### src/rtl/uart_pkg.sv
// uart_pkg: definitions shared by the UART TX and RX sides.
//   - FSM state encoding (IDLE, LOAD, SEND) as localparams and an enum
//   - frame length helper: start bit + payload + stop bit(s)
//   - clog2 helper that never returns a zero width
package uart_pkg;

    localparam logic [1:0] ST_IDLE = 2'd0;
    localparam logic [1:0] ST_LOAD = 2'd1;
    localparam logic [1:0] ST_SEND = 2'd2;

    typedef enum logic [1:0] {
        IDLE = ST_IDLE,
        LOAD = ST_LOAD,
        SEND = ST_SEND
    } uart_state_e;

    localparam int START_BITS = 1;

    // Serial bits in one frame: {stop bit(s), data, start bit}
    function automatic int frame_bits(input int data_w, input int stop_bits);
        return START_BITS + data_w + stop_bits;
    endfunction

    // Width needed to hold 0..n-1, at least 1 bit
    function automatic int clog2_min1(input int n);
        return (n > 1) ? $clog2(n) : 1;
    endfunction

endpackage

### src/rtl/uart_tx_scheduler_rr_arbiter.sv
// rr_arbiter: combinational round-robin pick.
//   req     : per-requester request levels
//   ptr     : index searched first; the search wraps upward from here
//   win     : one-hot winner (all zero when no request)
//   win_idx : index of the winner
//   found   : at least one request is set
module rr_arbiter #(
    parameter int NUM_REQ = 4,
    parameter int IDX_W   = 2
) (
    input  logic [NUM_REQ-1:0] req,
    input  logic [IDX_W-1:0]   ptr,
    output logic [NUM_REQ-1:0] win,
    output logic [IDX_W-1:0]   win_idx,
    output logic               found
);

    int               j;
    logic [IDX_W-1:0] cand;

    always_comb begin
        found   = 1'b0;
        win_idx = '0;
        j       = 0;
        cand    = '0;
        // First set bit at or after ptr, modulo NUM_REQ
        for (int k = 0; k < NUM_REQ; k++) begin
            j    = (int'(ptr) + k) % NUM_REQ;
            cand = IDX_W'(j);
            if (!found && req[cand]) begin
                found   = 1'b1;
                win_idx = cand;
            end
        end
        win = found ? (NUM_REQ'(1) << win_idx) : '0;
    end

endmodule

### src/rtl/uart_tx_scheduler.sv
// uart_tx_scheduler: shares one LSB-first UART TX shift datapath between
// NUM_REQ requesters. Round-robin picks a requester, the payload is handed
// to the datapath with load, and shift strobes are paced by a baud divider.
//   clk, rst   : clock, asynchronous active-high reset
//   tx_enable  : 1 = new frames may be granted (never aborts a running frame)
//   req        : per-requester request level, held until granted
//   req_data   : packed payloads, requester i at [i*DATA_W +: DATA_W]
//   grant      : one-hot pulse, coincides with load
//   load       : datapath captures tx_data
//   tx_data    : payload of the granted requester
//   shift      : datapath advances one bit
//   busy       : frame in progress, load cycle through done cycle
//   owner      : index of the current/last granted requester
//   done       : pulse in the last cycle of a frame
// All outputs are registered.
module uart_tx_scheduler
    import uart_pkg::*;
#(
    parameter int NUM_REQ      = 4,
    parameter int DATA_W       = 8,
    parameter int CLKS_PER_BIT = 16,
    parameter int STOP_BITS    = 1,
    parameter int IDX_W        = clog2_min1(NUM_REQ)
) (
    input  logic                      clk,
    input  logic                      rst,
    input  logic                      tx_enable,
    input  logic [NUM_REQ-1:0]        req,
    input  logic [NUM_REQ*DATA_W-1:0] req_data,
    output logic [NUM_REQ-1:0]        grant,
    output logic                      load,
    output logic [DATA_W-1:0]         tx_data,
    output logic                      shift,
    output logic                      busy,
    output logic [IDX_W-1:0]          owner,
    output logic                      done
);

    localparam int FRAME_BITS = frame_bits(DATA_W, STOP_BITS);
    localparam int BAUD_W     = clog2_min1(CLKS_PER_BIT);
    localparam int BIT_W      = clog2_min1(FRAME_BITS);

    localparam logic [BAUD_W-1:0] BAUD_LAST = BAUD_W'(CLKS_PER_BIT - 1);
    localparam logic [BIT_W-1:0]  BIT_LAST  = BIT_W'(FRAME_BITS - 1);
    localparam logic [IDX_W-1:0]  IDX_LAST  = IDX_W'(NUM_REQ - 1);

    uart_state_e state;

    // ptr holds the index searched first: one past the last grant
    logic [IDX_W-1:0]  ptr;
    logic [BAUD_W-1:0] baud_cnt;
    logic [BIT_W-1:0]  bit_cnt;

    logic [NUM_REQ-1:0][DATA_W-1:0] data_arr;
    logic [NUM_REQ-1:0]             arb_win;
    logic [IDX_W-1:0]               arb_idx;
    logic                           arb_found;

    assign data_arr = req_data;

    rr_arbiter #(
        .NUM_REQ (NUM_REQ),
        .IDX_W   (IDX_W)
    ) u_arb (
        .req     (req),
        .ptr     (ptr),
        .win     (arb_win),
        .win_idx (arb_idx),
        .found   (arb_found)
    );

    always_ff @(posedge clk or posedge rst) begin
        if (rst) begin
            state    <= IDLE;
            ptr      <= '0;
            baud_cnt <= '0;
            bit_cnt  <= '0;
            grant    <= '0;
            load     <= 1'b0;
            tx_data  <= '0;
            shift    <= 1'b0;
            busy     <= 1'b0;
            owner    <= '0;
            done     <= 1'b0;
        end else begin
            grant <= '0;
            load  <= 1'b0;
            shift <= 1'b0;
            done  <= 1'b0;
            case (state)
                IDLE: begin
                    if (tx_enable && arb_found) begin
                        state    <= LOAD;
                        grant    <= arb_win;
                        load     <= 1'b1;
                        tx_data  <= data_arr[arb_idx];
                        owner    <= arb_idx;
                        busy     <= 1'b1;
                        ptr      <= (arb_idx == IDX_LAST) ? '0 : arb_idx + 1'b1;
                        baud_cnt <= '0;
                        bit_cnt  <= '0;
                    end
                end
                LOAD: begin
                    // The load cycle is the first clock of the start bit, so
                    // the divider is already one count in when SEND begins.
                    // Registered strobes then land exactly on L + n*CLKS_PER_BIT.
                    state    <= SEND;
                    baud_cnt <= BAUD_W'(1);
                end
                SEND: begin
                    if (done) begin
                        // done cycle still counts as busy; arbitration resumes
                        // in the following IDLE cycle
                        state <= IDLE;
                        busy  <= 1'b0;
                    end else if (baud_cnt == BAUD_LAST) begin
                        baud_cnt <= '0;
                        if (bit_cnt != BIT_LAST) begin
                            shift   <= 1'b1;
                            bit_cnt <= bit_cnt + 1'b1;
                        end else begin
                            done <= 1'b1;
                        end
                    end else begin
                        baud_cnt <= baud_cnt + 1'b1;
                    end
                end
                default: state <= IDLE;
            endcase
        end
    end

endmodule

### config.mk
export PLATFORM = sky130hd
export DESIGN_NAME = uart_tx_scheduler
export DESIGN_NICKNAME = d
export VERILOG_FILES = /design/src/rtl/uart_pkg.sv /design/src/rtl/uart_tx_scheduler_rr_arbiter.sv /design/src/rtl/uart_tx_scheduler.sv
export SDC_FILE = /design/constraint.sdc
export NUM_CORES = 1
export LEC_CHECK = 0
export BUFFER_PORTS_ARGS = -buffer_cell sky130_fd_sc_hd__buf_4
export CAP_MARGIN = 20
export CORE_ASPECT_RATIO = 0.7
export CORE_MARGIN = 2
export CORE_UTILIZATION = 53
export DETAILED_ROUTE_END_ITERATION = 8
export PLACE_DENSITY = 0.85
export SYNTH_ARGS = -nofsm -noshare
export SYNTH_HDL_FRONTEND = slang
export SYNTH_SLANG_ARGS = --single-unit
### constraint.sdc
create_clock -name clk -period 4.9 [get_ports clk]
set_input_delay 1.47 -clock clk [delete_from_list [all_inputs] [get_ports clk]]
set_output_delay 1.47 -clock clk [all_outputs]
set_load 0.1 [all_outputs]
==> impl_metrics.yaml, run 1 <==
cts:
  post-cts-setup-buffers: 0
  htree_num_levels: 2
  cts_hold_buf: 0
  clock-sinks: 30
  cts_tree: "yes"
  clock_path_buffers: 2
  clk_pin_slew_ps: 60
  cts_buffers: 5
  cts_root_buf: "clkbuf_8"
  cts_resized: 0
  insertion_delay_ps: 280
critical_path:
  crit_family: "simple AND/OR/NAND/NOR gates"
  worst_setup_path_end_kind: "register"
  crit_buf_inv: 1
  crit_type: "in2reg"
  arrival_ps: 3020
  cp-start-kind: "input pin"
  crit_fanout: 16
  rr_endpoint: "tx_data[3]"
  slowest_delay_ps: 540
  cp.required_ps: 5050
  crit_slowest_cell: "or4_1"
  ff2ff_path_depth: 6
  worstPathCellList: "buf_4 -> or4_1 -> nand3_2 -> a21oi_1 -> a22oi_1 -> o211ai_1"
  r2r-start: "state[1]"
  reg2reg_slack_ps: 2740
hold_path:
  hold_depth: 1
  hold_start: "owner[0]"
  hold_end: "owner[0]"
  hp-class: "reg2reg"
synthesis:
  ys_seq_area_frac: 0.4498
  synthArstFlopShare: 1.000
  synthCells: 165
  synth_cell_types: 42
  synth_top_area_cell: "dfrtp_1"
  synth_top_area_frac: 0.4498
  synth.most_common_cell: "dfrtp_1"
  syn_area_sq_mm: 0.001669
  synth_fp_nets: 213
  syn_area_per_cell_sq_um: 10.12
  synth_common_cells: "dfrtp_1 (30), nand2_1 (17), nand3_1 (13)"
  yosys_most_used_dff: "dfrtp_1"
  synthTopCellsByArea: "dfrtp_1 (45%), ha_1 (6.7%), mux2i_1 (4.2%)"
  ys_ff_latch: 30
  synth_edf_count: 0
  synth_warnings: 0
place:
  post-place-ws_ps: 1765
  gp_congestion: 0.8062
  place_hpwl_um: 3204
  place.port_buffers: 56
timing:
  setup_viol: 0
  rsz0062_at_grt: "false"
  period_needed_ps: 2871
  timing.final.ws_setup_ps: 2029
  drv_slew: 0
  tightest_slew_ps: 634.1
  tns_ps: 0
  fmax_mhz: 348.3
  skew_ps: 4.428
  relSlewSlack: 0.5768
  period_share: 0.5860
  finalHoldViolCount: 0
  hold_ws_ps: 486.0
run:
  max-cap-violations: 0
layout:
  antenna_cells: 0
  nets: 275
  syn_to_final_growth_pct: 34.41
  final_core_util: 0.7728
  layout-drive-gt1-share: 0.3289
power_and_ir_drop:
  power_switching_mw: 0.7245
  combinationalPowerShare: 0.581
  switching_share: 0.5262
  power_frac_clock: 0.149
  powerDensity_mw_per_mm2: 613.7
  seqPwrFrac: 0.271
  power.internal_mw: 0.6524
  leakagePower_nw: 1.106
  ir_drop_mv: 0.4240
floorplanning:
  rows: 16
  die_height_um: 50.95
  core_area_sq_mm: 0.002903
  start_util: 0.5750
  io_pins: 57
  die_w_um: 71.08
  dieArea_sq_mm: 0.003621
grt:
  grt_max_degree: 18
  grt_remaining_overflow: 0
  track_usage: 0.2481
  grt_pass1_wl_um: 6996
  grt_pass1_vias: 1562
  antenna_found_initial: 0
route:
  vias: 1539
  dr.pass1.iters: 4
  avgRoutedWirePerCell_um: 15.69
  postRouteAntennaNets: 0
  drt_first_iter_violations: 64
  drc: 0
  totalWireLength_um: 4142
  viasPerCell: 5.830
status:
  run_status: "complete, no violations"
[state kept, by name, summed over array words and instances (netlist names)]
signal and count:
baud_cnt 4, tx_data 8, load 1, done 1, busy 1, state 2
shift 1, ptr 2, owner 2, bit_cnt 4, grant 4
[power groups by stage]
stage / Combinational (mW) / Clock (mW) / Sequential [mW]
floorplan: 0.296 / 0 / 0.696
global placement: 0.780 / 0 / 0.370
detailed placement: 0.800 / 0 / 0.375
CTS: 0.800 / 0.209 / 0.372
global route: 0.855 / 0.219 / 0.381
finish: 0.799 / 0.205 / 0.373
[kinds of logic after synthesis]
| group | synth area share |
|---|---|
| XOR/XNOR | 0.005248 |
| buffers and inverters | 0.02624 |
| AO/OA/AOI/OAI | 0.1942 |
| adder cells (fa/ha/maj) | 0.06747 |
| multiplexers | 0.05547 |
| AND/OR/NAND/NOR | 0.2017 |
| flip-flops | 0.4498 |
[worst reg2reg max path, stage by stage, from the launching register on]
cell and delay [ps]:
dfrtp_1 430, inv_1 100, ha_1 280, nand3_2 350
a21oi_1 620, a22oi_1 150, o211ai_1 140
[cells in the final DEF (no fill, tap or decap), types with 2 or more instances in the layout]
| master | n |
|---|---|
| a21o_1 | 2 |
| a21oi_1 | 7 |
| a22oi_1 | 7 |
| and2_1 | 2 |
| buf_4 | 56 |
| clkbuf_8 | 6 |
| dfrtp_1 | 30 |
| ha_1 | 9 |
| inv_1 | 6 |
| inv_2 | 3 |
| mux2_2 | 2 |
| mux2i_1 | 7 |
| nand2_1 | 17 |
| nand2b_1 | 4 |
| nand3_1 | 13 |
| nand4b_1 | 2 |
| nor2_1 | 9 |
| nor2b_1 | 2 |
| nor3_1 | 2 |
| o211ai_1 | 7 |
| o21ai_0 | 7 |
| o31ai_1 | 2 |
| o41ai_2 | 2 |
| or4_1 | 2 |
[layout make-up]
| type | count | area (sq um) |
|---|---|---|
| Multi-Input combinational cell | 124 | 874.6 |
| Tap cell | 36 | 45.04 |
| Clock buffer | 7 | 86.33 |
| Inverter | 9 | 33.78 |
| Clock inverter | 1 | 5.005 |
| Sequential cell | 30 | 750.7 |
| Fill cell | 210 | 659.4 |
| Timing Repair Buffer | 57 | 447.9 |
[through the flow]
step	instances	total power [mW]	instance area [sq um]
5_1_grt	264	1.455	2243
6_report	264	1.377	2243
3_3_place_gp	255	1.150	2125
3_5_place_dp	256	1.175	2152
2_1_floorplan	165	0.9910	1669
4_1_cts	264	1.381	2243
[per-layer routing]
metal  up-vias  wire length (um)  part of all wire  GRT usage
met5         -                 0                 0          0
met4         0                73             0.018     0.1006
met3         6               310             0.075    0.06114
met2        76              2012              0.49     0.4097
met1       726              1746              0.42     0.3160
li1        731                 -                 -          -
[worst max-delay path by stage]
stage / start / to / depth (start not counted)
finish: req[1] / tx_data[3] / 6
global route: req[1] / tx_data[1] / 6
CTS: req[1] / tx_data[3] / 6
detailed placement: req[1] / tx_data[4] / 6
global placement: req[1] / tx_data[5] / 6
floorplan: req[2] / grant[2] / 7
Power figures use the tool's default switching activity.
==> run 2, diff against run 1 <==
Settings changed: ABC_AREA set to 1, CORE_UTILIZATION 53 to 48, PLACE_DENSITY 0.85 to 0.78.
Clock period 4.9 ns to 2.55 ns, I/O delays scaled along.
==> impl_metrics.yaml, run 2 <==
cts:
  cts_buffers: 5
  clock_path_buffers: 2
  cts_root_buf: "clkbuf_8"
  clk_pin_slew_ps: 60
  insertion_delay_ps: 280
  post-cts-setup-buffers: 0
  cts_hold_buf: 0
  htree_num_levels: 2
  cts_resized: 0
  cts_tree: "yes"
  clock-sinks: 30
timing:
  hold_ws_ps: 503.5
  fmax_mhz: 461.6
  finalHoldViolCount: 0
  tightest_slew_ps: 484.3
  drv_slew: 0
  period_needed_ps: 2166
  relSlewSlack: 0.6771
  period_share: 0.8495
  rsz0062_at_grt: "false"
  tns_ps: 0
  setup_viol: 0
  skew_ps: 5.471
place:
  place.port_buffers: 56
  place_hpwl_um: 3802
  place_area_sq_mm: 0.002569
  place_inst: 388
  gp_congestion: 0.8725
synthesis:
  synthArstFlopShare: 1.000
  ys_seq_area_frac: 0.3546
  syn_area_sq_mm: 0.002117
  synthTopCellsByArea: "dfrtp_1 (35%), nand2_1 (13%), nand3_1 (10%)"
  synth_warnings: 0
  syn_area_per_cell_sq_um: 7.534
  synth.most_common_cell: "nand2_1"
  ys_ff_latch: 30
  synth_top_area_cell: "dfrtp_1"
  synth_cell_types: 28
  synth_common_cells: "nand2_1 (74), nand3_1 (44), dfrtp_1 (30)"
  synth_fp_nets: 329
  synth_edf_count: 0
  synth_top_area_frac: 0.3546
  synthCells: 281
  yosys_most_used_dff: "dfrtp_1"
grt:
  grt_remaining_overflow: 0
  grt_pass1_wl_um: 8735
  antenna_found_initial: 0
  track_usage: 0.2233
  grt_max_degree: 31
  grt_pass1_vias: 1907
route:
  viasPerCell: 5.083
  dr.pass1.iters: 4
  drt_first_iter_violations: 87
  totalWireLength_um: 5123
  vias: 2013
  drc: 0
  avgRoutedWirePerCell_um: 12.94
  postRouteAntennaNets: 0
floorplanning:
  core_area_sq_mm: 0.004279
  io_pins: 57
  dieArea_sq_mm: 0.004966
  start_util: 0.4947
  rows: 20
  die_w_um: 83.38
  die_height_um: 59.57
run:
  max-cap-violations: 0
layout:
  design_area_sq_mm: 0.002660
  fillers: 389
  nets: 388
  final_cells: 396
  final_common_cell: "nand2_1"
  antenna_cells: 0
  mostFrequentLayoutCells: "nand2_1 (74), buf_4 (61), nand3_1 (44), dfrtp_1 (30), inv_1 (28)"
  layout-drive-gt1-share: 0.3109
  syn_to_final_growth_pct: 25.65
  largest_register_ffs: 8
  top_register: "tx_data"
critical_path:
  cp.required_ps: 2770
  cp-start-kind: "register"
  crit_type: "reg2reg"
  arrival_ps: 2390
  worst_setup_path_end_kind: "register"
  crit_fanout: 22
power_and_ir_drop:
  p_total_mw: 1.010
  powerDensity_mw_per_mm2: 379.7
  leakagePower_nw: 1.449
  ir_drop_mv: 0.2246
hold_path:
  hp-class: "reg2reg"
status:
  run_status: "complete, no violations"
run 2: changes by cell type in the layout (fill, tap and decap cells not counted), moves of 8 or more:
| cell | delta |
|---|---|
| nand3b_1 | +8 |
| nand3_1 | +31 |
| inv_1 | +22 |
| nand2_2 | +13 |
| nand2_1 | +57 |
run 2: cell type report:
class	instances	area, sq um	share of cell area
flip-flops and latches	30	750.7	0.2822
clock buffers	7	86.33	0.03246
clock inverters	1	5.005	0.001881
well taps	55	68.82	0.02587
inverters	32	120.1	0.04516
repair buffers	61	457.9	0.1722
multi-input cells	210	1171	0.4403
run 2: layer usage:
metal / share of wire / track usage / vias to the layer above
met1: 0.48 / 0.3115 / 921
met3: 0.066 / 0.07103 / 8
met4: 0.014 / 0.05855 / 0
li1: - / - / 1021
met2: 0.43 / 0.3399 / 63
met5: 0 / 0 / -
run 2: path summary, 6_finish.rpt:
| check | start | to | slack [ps] | cells past startpoint |
|---|---|---|---|---|
| max in group asynchronous | rst | grant[1] | 1710 | 3 |
| min in group asynchronous | rst | bit_cnt[3] | 550 | 3 |
| min | busy | busy | 500 | 2 |
| max reg2reg | ptr[0] | tx_data[7] | 380 | 9 |
| max | ptr[0] | tx_data[7] | 380 | 9 |
| min reg2reg | busy | busy | 500 | 2 |
run 2: worst max-delay path, stage by stage (launching register included):
cell      delay, ps
dfrtp_1         640
inv_2           170
nand2_2         110
nand2_2          80
o21ai_2         200
nand3b_4        190
nand3_4         230
nor2_4          280
nand3_1         120
nand3_1         100
run 2: kinds of logic (layout without fill, tap and decap cells):
kind of cell	Yosys count	after routing	synth area share
AO/OA/AOI/OAI	23	23	0.06383
flip-flops	30	30	0.3546
AND/OR/NAND/NOR	175	175	0.4238
buffers and inverters	41	101	0.09219
adder cells (fa/ha/maj)	9	9	0.05319
XOR/XNOR	3	3	0.01241
run 2: power by group:
part	leakage [nW]	switching [mW]	internal (mW)
logic	1.01	0.0722	0.0654
clock network	0.0482	0.179	0.217
registers	0.394	0	0.476
total	1.45	0.251	0.759
run 2: stage by stage:
step	util	setup WS (ps)
final	0.6216	383.7
after global routing	0.6216	122.1
after CTS	0.6216	369.5
after detailed placement	0.6003	233.9
after global placement	0.6003	315.1
after floorplan	-	432.0
